**config.mk**
```make
export PLATFORM = sky130hd
export DESIGN_NAME = sad_best_subpel
export DESIGN_NICKNAME = d
export VERILOG_FILES = /design/src/rtl/sad_pkg.sv /design/src/rtl/sad6_line_sum.sv /design/src/rtl/sad_best_subpel.sv
export SDC_FILE = /design/constraint.sdc
export NUM_CORES = 2
export LEC_CHECK = 0
export ABC_AREA = 1
export CAP_MARGIN = 20
export CORE_AREA = 8 8 468 470
export CTS_CLUSTER_DIAMETER = 200
export CTS_CLUSTER_SIZE = 10
export DETAILED_ROUTE_END_ITERATION = 6
export DIE_AREA = 0 0 476 478
export RECOVER_POWER = 100
export SLEW_MARGIN = 20
export SYNTH_ARGS = -nofsm -noshare
export SYNTH_HDL_FRONTEND = slang
export SYNTH_HIERARCHICAL = 1
export SYNTH_SLANG_ARGS = --single-unit
```
**constraint.sdc**
```tcl
create_clock -name clk -period 4.39 [get_ports clk]
set_input_delay 0.6585 -clock clk [delete_from_list [all_inputs] [get_ports clk]]
set_output_delay 0.6585 -clock clk [all_outputs]
set_load 0.01 [all_outputs]
```
**src/rtl/sad_pkg.sv**
```systemverilog
// Shared constants and types for the sub-pel SAD accumulate-and-search stage.
// Candidate index is 5*row + col over the 5x5 half/quarter-pel grid.
package sad_pkg;

   localparam int NCAND        = 25;
   localparam int PIX_PER_LINE = 6;
   localparam int DIFF_W       = 8;
   localparam int LINE_SUM_W   = 11;
   localparam int IDX_W        = 5;

   localparam int ROW_UH = 0;
   localparam int ROW_UQ = 1;
   localparam int ROW_M  = 2;
   localparam int ROW_LQ = 3;
   localparam int ROW_LH = 4;

   localparam int COL_H = 0;
   localparam int COL_Q = 1;
   localparam int COL_F = 2;
   localparam int COL_R = 3;
   localparam int COL_I = 4;

   localparam int CENTRE_IDX = 5 * ROW_M + COL_F;

   typedef enum logic [1:0] {
      ST_ACCUM  = 2'd0,
      ST_SEARCH = 2'd1,
      ST_HOLD   = 2'd2
   } state_t;

endpackage

```
**src/rtl/sad6_line_sum.sv**
```systemverilog
// Combinational adder tree summing the six 8-bit absolute differences of
// one candidate on one line.
module sad6_line_sum
   import sad_pkg::*;
(
   input  logic [PIX_PER_LINE*DIFF_W-1:0] diff,
   output logic [LINE_SUM_W-1:0]          sum
);

   logic [DIFF_W:0]   pair0;
   logic [DIFF_W:0]   pair1;
   logic [DIFF_W:0]   pair2;
   logic [DIFF_W+1:0] quad;

   assign pair0 = {1'b0, diff[7:0]}   + {1'b0, diff[15:8]};
   assign pair1 = {1'b0, diff[23:16]} + {1'b0, diff[31:24]};
   assign pair2 = {1'b0, diff[39:32]} + {1'b0, diff[47:40]};
   assign quad  = {1'b0, pair0} + {1'b0, pair1};
   assign sum   = {1'b0, quad} + {2'b00, pair2};

endmodule

```
**src/rtl/sad_best_subpel.sv**
```systemverilog
// Accumulates 25 candidate SADs over LINES rows, then scans them serially
// (one per cycle) for the minimum, biased so the centre full-pel wins ties.
module sad_best_subpel
   import sad_pkg::*;
#(
   parameter int LINES = 6,
   parameter int ACC_W = 14
)(
   input  logic                  clk,
   input  logic                  rst_n,
   input  logic                  in_valid,
   output logic                  in_ready,
   input  logic [1199:0]         in_diff,
   output logic                  out_valid,
   input  logic                  out_ready,
   output logic [IDX_W-1:0]      best_idx,
   output logic [ACC_W-1:0]      best_sad
);

   localparam int RC_W = (LINES > 1) ? $clog2(LINES) : 1;
   localparam int LINE_W = PIX_PER_LINE * DIFF_W;

   state_t                state;
   logic [RC_W-1:0]       row_cnt;
   logic [IDX_W-1:0]      k;
   logic [LINE_SUM_W-1:0] line_sum [NCAND];
   logic [ACC_W-1:0]      acc      [NCAND];
   logic [ACC_W-1:0]      acc_next [NCAND];
   logic [ACC_W-1:0]      scan_acc;
   logic                  accept;
   logic                  last_line;

   for (genvar c = 0; c < NCAND; c++) begin : g_line_sum
      sad6_line_sum u_sum (
         .diff (in_diff[LINE_W*c +: LINE_W]),
         .sum  (line_sum[c])
      );
   end

   // Row 0 of a block reloads rather than adds, so no explicit clear is needed between blocks.
   always_comb begin
      for (int c = 0; c < NCAND; c++) begin
         acc_next[c] = ((row_cnt == '0) ? '0 : acc[c]) + ACC_W'(line_sum[c]);
      end
   end

   assign accept    = in_ready & in_valid;
   assign last_line = (row_cnt == RC_W'(LINES - 1));
   assign scan_acc  = acc[k];

   always_ff @(posedge clk or negedge rst_n) begin
      if (!rst_n) begin
         for (int c = 0; c < NCAND; c++) acc[c] <= '0;
      end else if (accept) begin
         for (int c = 0; c < NCAND; c++) acc[c] <= acc_next[c];
      end
   end

   // Best is seeded with the centre using its final sum, so the scan only replaces it on a strict improvement.
   always_ff @(posedge clk or negedge rst_n) begin
      if (!rst_n) begin
         state     <= ST_ACCUM;
         in_ready  <= 1'b1;
         out_valid <= 1'b0;
         best_idx  <= '0;
         best_sad  <= '0;
         row_cnt   <= '0;
         k         <= '0;
      end else begin
         case (state)
            ST_ACCUM: begin
               if (accept) begin
                  if (last_line) begin
                     row_cnt  <= '0;
                     state    <= ST_SEARCH;
                     in_ready <= 1'b0;
                     best_idx <= IDX_W'(CENTRE_IDX);
                     best_sad <= acc_next[CENTRE_IDX];
                     k        <= '0;
                  end else begin
                     row_cnt <= row_cnt + RC_W'(1);
                  end
               end
            end
            ST_SEARCH: begin
               if (scan_acc < best_sad) begin
                  best_idx <= k;
                  best_sad <= scan_acc;
               end
               if (k == IDX_W'(NCAND - 1)) begin
                  k         <= '0;
                  state     <= ST_HOLD;
                  out_valid <= 1'b1;
               end else begin
                  k <= k + IDX_W'(1);
               end
            end
            ST_HOLD: begin
               if (out_ready) begin
                  state     <= ST_ACCUM;
                  out_valid <= 1'b0;
                  in_ready  <= 1'b1;
               end
            end
            default: begin
               state     <= ST_ACCUM;
               in_ready  <= 1'b1;
               out_valid <= 1'b0;
            end
         endcase
      end
   end

endmodule

```
==> flow_summary.toml <==
[yosys]
synthAdderAreaFrac_pct = 35.4
synth_xor_area_share_pct = 3.76
synth_compound_area_share_pct = 11.1
synth_nets = 11300
synth-edff-count = 0
ys_async_sr_fraction_pct = 100
ys_warn_count = 6
yosys-mux-area-fraction_pct = 0
ys_ff_latch = 381
synth_top_family_by_area = "adder cells"
syn_area_per_cell_um2 = 7.30
yosysUniqueCellTypes = 55
synthesis.area_um2 = 64000
netlist_instances = 8762
yosysSeqAreaShare_pct = 14.9
synth_ff_type = "dfrtp_1"
synthSimpleGateAreaFrac_pct = 17.1

[detailed_routing]
drc = 0
vias_per_cell = 4.52
num_vias = 61500
first_pass_iters = 6
drt_iter0_drc = 2783
wl_mm = 252
ant_nets = 0
wire_per_inst_um = 18.5

[global_routing]
globalRouteTotalUtil_pct = 21.0
grt_start_max_net_pins = 225
grt-ovfl-total = 0
antenna_found_initial = 46
grt_pass1_vias = 64600
grt_first_pass_wirelength_mm = 373

[cells_and_area]
final_core_util_pct = 46.3
layout.nets = 13300
area_growth_pct = 52.8
layout_commonest_cell = "inv_1"
layout_common_cells = "inv_1, nand2_1, inv_2, buf_4, fa_1"
nFillCells = 20600
multi_input_area_um2 = 52400
seq_area_um2 = 9540
final_layout_size_suffix_gt1_share_pct = 31.4

[critical_path]
cp.arrival_ns = 4.81
critPathKind = "input port to flop"
crit_fanout = 3
startpoint_type = "input port"
critPathRequiredTime_ns = 4.85
cp-end-kind = "flop"

[sta]
maxClockFrequency_mhz = 229
skew_ns = 0.0413
relSlewSlack_pct = -61.9
worst_pin_slew_ns = 2.43
timing.final.crit_share_pct = 99.3
hold_violations = 0
maxSlewViolCount = 143
grt_setup_unrepaired = "yes"
period_needed_ns = 4.36
setup_viol_count_final = 0

[die]
initial_core_util_pct = 30.3
rows = 169
die_area_um2 = 228000
io-pin-count = 1225
die_w_um = 476
fp.dieH_um = 478
coreArea_um2 = 211000

[flow_run]
drv_cap = 2

[cts]
clock-sinks = 381
clk_pin_slew_ns = 0.06
insertion_delay_ns = 0.61
h-tree-depth = 2
cts_hold_buf = 0
clockBufferDepth = 3
cts_inserted_buffers = 44
cts-root-buf = "clkbuf_16"
cts_tree = "done"

[outcome]
violations = "max-capacitance violations, max-slew violations"
status = "complete, but fails checks"

[hold_path]
hold_path_class = "flop to flop"

[place]
port-buffer-count = 1224
dp_hpwl_mm = 210
gp_congestion = 0.959
-- flip-flops by register name, indices dropped and copies added (netlist names) --
| name | count |
|---|---|
| acc | 350 |
| best_idx | 5 |
| row_cnt | 3 |
| in_ready | 1 |
| best_sad | 14 |
| out_valid | 1 |
| state | 2 |
| k | 5 |
-- worst paths after layout --
kind                                   start  depth (start not counted)  slack (ns)          end
worst min-delay path                acc[166]                          2        0.48     acc[166]
min in group asynchronous              rst_n                          1        0.77     acc[232]
worst max-delay path            in_diff[500]                         20        0.03     acc[203]
max in group asynchronous              rst_n                          2        0.99     acc[262]
worst min register to register      acc[166]                          2        0.48     acc[166]
worst max register to register          k[0]                         14        0.26  best_idx[2]
-- cell families after synthesis --
logic type,after synthesis
adders and majority gates,1315
buffers and inverters,2990
AOI/OAI and AO/OA,1282
and+or+nand+nor,2519
xor gates and xnor gates,275
DFF,381
-- stage by stage --
step	setup WS [ns]	std cells	hold WS, ns	instance area [um2]	TNS [ns]
after floorplan	-0.225	8762	0.363	65200	-1.99
after global placement	-1.26	13400	0.466	86000	-205.97
after detailed placement	-1.21	13400	0.469	86000	-211.04
after CTS	-0.0103	13500	0.0832	92000	-0.0143
after global routing	-0.118	13600	0.497	97800	-1.76
final	0.0311	13600	0.480	97800	0
-- what timing repair did --
action	in CTS	in global routing
setup endpoints to repair	199	202
setup buffers	86	87
gates resized for setup	1272	2262
pin swaps	815	1478
-- worst max-delay path: stages --
cell and delay, ns:
clkdlybuf4s50_1 0.45, inv_1 0.05, fa_1 0.49, inv_2 0.04
fa_1 0.51, inv_2 0.04, fa_1 0.55, inv_2 0.05
ha_4 0.22, or2_4 0.25, nand2_4 0.07, xnor2_2 0.07
ha_1 0.26, a21oi_1 0.20, inv_1 0.09, a31oi_4 0.21
a21boi_4 0.27, buf_6 0.12, xor2_1 0.13, o21ai_1 0.07
-- synthesized netlist by cell type (5+ instances only) --
cell type,number,area [um2]
nand3_2,20,200
o22ai_1,36,225
inv_1,2799,10500
buf_2,61,305
nor4_1,16,100
nand3b_4,28,561
o211ai_1,29,218
nor2_2,6,37.5
and2_1,33,206
or2_1,17,106
nand2_1,1454,5460
a31oi_1,29,181
o31ai_1,14,105
o21ai_0,535,2680
xor2_1,158,1380
nor3_1,20,100
nand3b_1,21,158
xnor2_1,117,1020
a21oi_1,467,2340
o21a_1,21,158
a21o_1,13,97.6
dfrtp_1,380,9510
nand2_2,31,194
o311ai_0,18,158
ha_1,490,6130
nand4_1,7,43.8
buf_1,23,86.3
nand3_1,295,1480
a211oi_1,20,150
or2_4,31,272
o41ai_1,10,87.6
a21oi_2,5,43.8
a21boi_0,20,150
fa_1,825,16500
a221oi_1,26,228
clkbuf_1,96,360
nor2_1,536,2010
o21ai_1,28,140
-- final cells by class --
class | instances | area share, %
antenna | 11 | 0.0282
clock inverter | 3 | 0.0269
inverter | 2803 | 10.9
tap | 2821 | 3.61
timing repair buffer | 2129 | 20.9
sequential | 381 | 9.76
clock buffer | 52 | 1.18
multi-input combinational | 5391 | 53.6
-- per-layer routing --
| layer | track usage, % | routed length [um] |
|---|---|---|
| met5 | 0 | 255 |
| met4 | 5.68 | 9370 |
| met3 | 2.95 | 13700 |
| met2 | 36.8 | 123000 |
| met1 | 26.9 | 106000 |
Power is left out: the tool's default activity adds up to more than one toggle a clock period on the data nets, which glitch-free logic cannot reach.
==> patch (same flow settings) <==
The 3 states of `state_t` get a one-hot encoding in 3 bits.
--- a/src/rtl/sad_pkg.sv
+++ b/src/rtl/sad_pkg.sv
@@ -24,6 +24,6 @@
 
-   typedef enum logic [1:0] {
-      ST_ACCUM  = 2'd0,
-      ST_SEARCH = 2'd1,
-      ST_HOLD   = 2'd2
+   typedef enum logic [2:0] {
+      ST_ACCUM  = 3'b001,
+      ST_SEARCH = 3'b010,
+      ST_HOLD   = 3'b100
    } state_t;
Check against the original RTL: same outputs for any inputs over 4 cycles, from zero or initial values and one cycle with rst_n low; so few cycles prove little.
==> patch against the unedited design <==
The run ends with capacitance limit, slew limit, setup timing left; worst setup slack worse by 0.068 ns; sequential cell count up 1; design area up 0.47%; area after synthesis up 0.28%; first-iteration DRC count up 15%; routed wire length up 2.5%; worst hold slack better by 0.0031 ns; critical path depth unchanged; count of clock-buffer cells in the layout up 3; largest cell class unchanged; highest routed layer unchanged.
Power is not shown: default switching activity piles up to over one toggle a cycle in this logic, so the estimate is an artifact.
==> patch: results (changes against the unedited design) <==
Status: finished, violations left
Failing checks: capacitance limit, slew limit, setup timing
CTS clk-pin slew, worst paths: 0.06 ns (about the same)
Pins Over Slew Limit: 406 (+180%)
Compound-cell area share of the yosys netlist: 11.0% (-0.084 points)
Seq/Total Area, Yosys: 14.9% (about the same)
Final setup viols: 4 (+4)
Post-Synth Adder-Cell Area: 35.3% (-0.099 points)
Distinct cell type count after synthesis: 57 (+3.6%)
Post-synthesis mux area share: 0.0176% (+0.018 points)
Inst Count DP: 13485 (+0.82%)
Worst path top cell family by delay: adder cells
Cell Area, Placed: 87000 µm² (+1.1%)
Setup TNS: -0.0848 ns (-0.0848 ns)
Starting DRC count in detailed routing: 3192 (+15%)
DPL Wire Length: 216000 µm (+2.9%)
CP Data Arrival Time: 4.82 ns (about the same)
Crit path largest cell delay: 0.57 ns (+0.02 ns)
Vias per cell: 4.52 (about the same)
Xor and xnor area share after synthesis: 3.48% (-0.28 points)
Worst setup margin: -0.0370 ns (-0.0681 ns)
GRT Util Overall: 21.7% (+0.71 points)
Setup Skew: 0.0284 ns (-0.0128 ns)
Clk root buf: clkbuf_16
Synth top area cells: fa_1 26%, inv_1 16%, dfrtp_1 15%
Number of global-route vias before repair: 66116 (+2.4%)
Crit Path Max Fanout: 4 (+1)
Largest registers: acc (350), best_sad (14)
Slowest cell on the critical path: fa_2
Share of layout cells above drive strength 1: 32.2% (+0.79 points)
Routability Congestion: 1.01 (+5.4%)
HP Class: flop to flop
Worst-margin pin slew: 2.71 ns (+0.280 ns)
Drt pass-1 iters: 6 (unchanged)
Dpl ws: -1.33 ns (-0.111 ns)
Largest net degree at the start of global routing: 219 (-2.7%)
Final WL: 258000 µm (+2.5%)
Post-Syn Instances: 8790 (+0.32%)
Routed WL per cell: 18.8 µm (+1.5%)
First-pass GRT wire length: 385000 µm (+3.1%)
Initial antenna violation count: 54 (+17%)
Post-Syn Nets: 11309 (+0.25%)
Clock Tree Buf Depth: 3 (unchanged)
Synth Warn #: 6 (unchanged)
Synth top cells by count: 2777 x inv_1, 1458 x nand2_1, 825 x fa_1
Max Cap Viol: 4 (+2)
IO Port Bufs: 1224 (unchanged)
## patch: cell count changes after synthesis, moves of 14 or more
| cell | unedited run | this run |
|---|---|---|
| a21o_1 | 13 | 30 |
| nand3_1 | 295 | 335 |
| o211ai_1 | 29 | 14 |
| o41ai_1 | 10 | 24 |
| inv_1 | 2799 | 2777 |
| xnor2_1 | 117 | 103 |
| nand4_1 | 7 | 26 |
| a21oi_1 | 467 | 440 |
| or2_2 | 1 | 20 |
## patch: repair_timing
| item | in CTS | in global routing |
|---|---|---|
| pin swaps | 853 | 1437 |
| setup buffers | 92 | 85 |
| gates resized for setup | 1483 | 2261 |
| setup endpoints to repair | 204 | 190 |
| hold buffers | 0 | 0 |
## patch: area by class of cell
class                           count  area, µm²
Antenna cell                       31       77.6
Clock buffer                       55       1180
Clock inverter                      2       25.0
Fill cell                       20554     113000
Inverter                         2787      10600
Multi-Input combinational cell   5429      52200
Sequential cell                   382       9570
Tap cell                         2821       3530
Timing Repair Buffer             2229      21000
## patch: metal layers
metal	vias to the layer above	wire length [µm]	GRT usage, %
met5	-	187	0
met1	29925	108000	27.5
met4	32	8610	6.05
met3	264	14700	3.55
met2	1598	127000	37.9
li1	30287	-	-
## patch: final timing paths
check	start	to	cells past startpoint	slack, ns
max	in_diff[361]	acc[247]$_DFFE_PN0P_	20	-0.04
min	acc[4]$_DFFE_PN0P_	acc[4]$_DFFE_PN0P_	2	0.48
max reg2reg	k[1]$_DFFE_PN0P_	best_idx[4]$_DFFE_PN0P_	19	0.05
min reg2reg	acc[4]$_DFFE_PN0P_	acc[4]$_DFFE_PN0P_	2	0.48
max in group asynchronous	rst_n	acc[102]$_DFFE_PN0P_	2	0.63
min in group asynchronous	rst_n	acc[133]$_DFFE_PN0P_	1	0.73
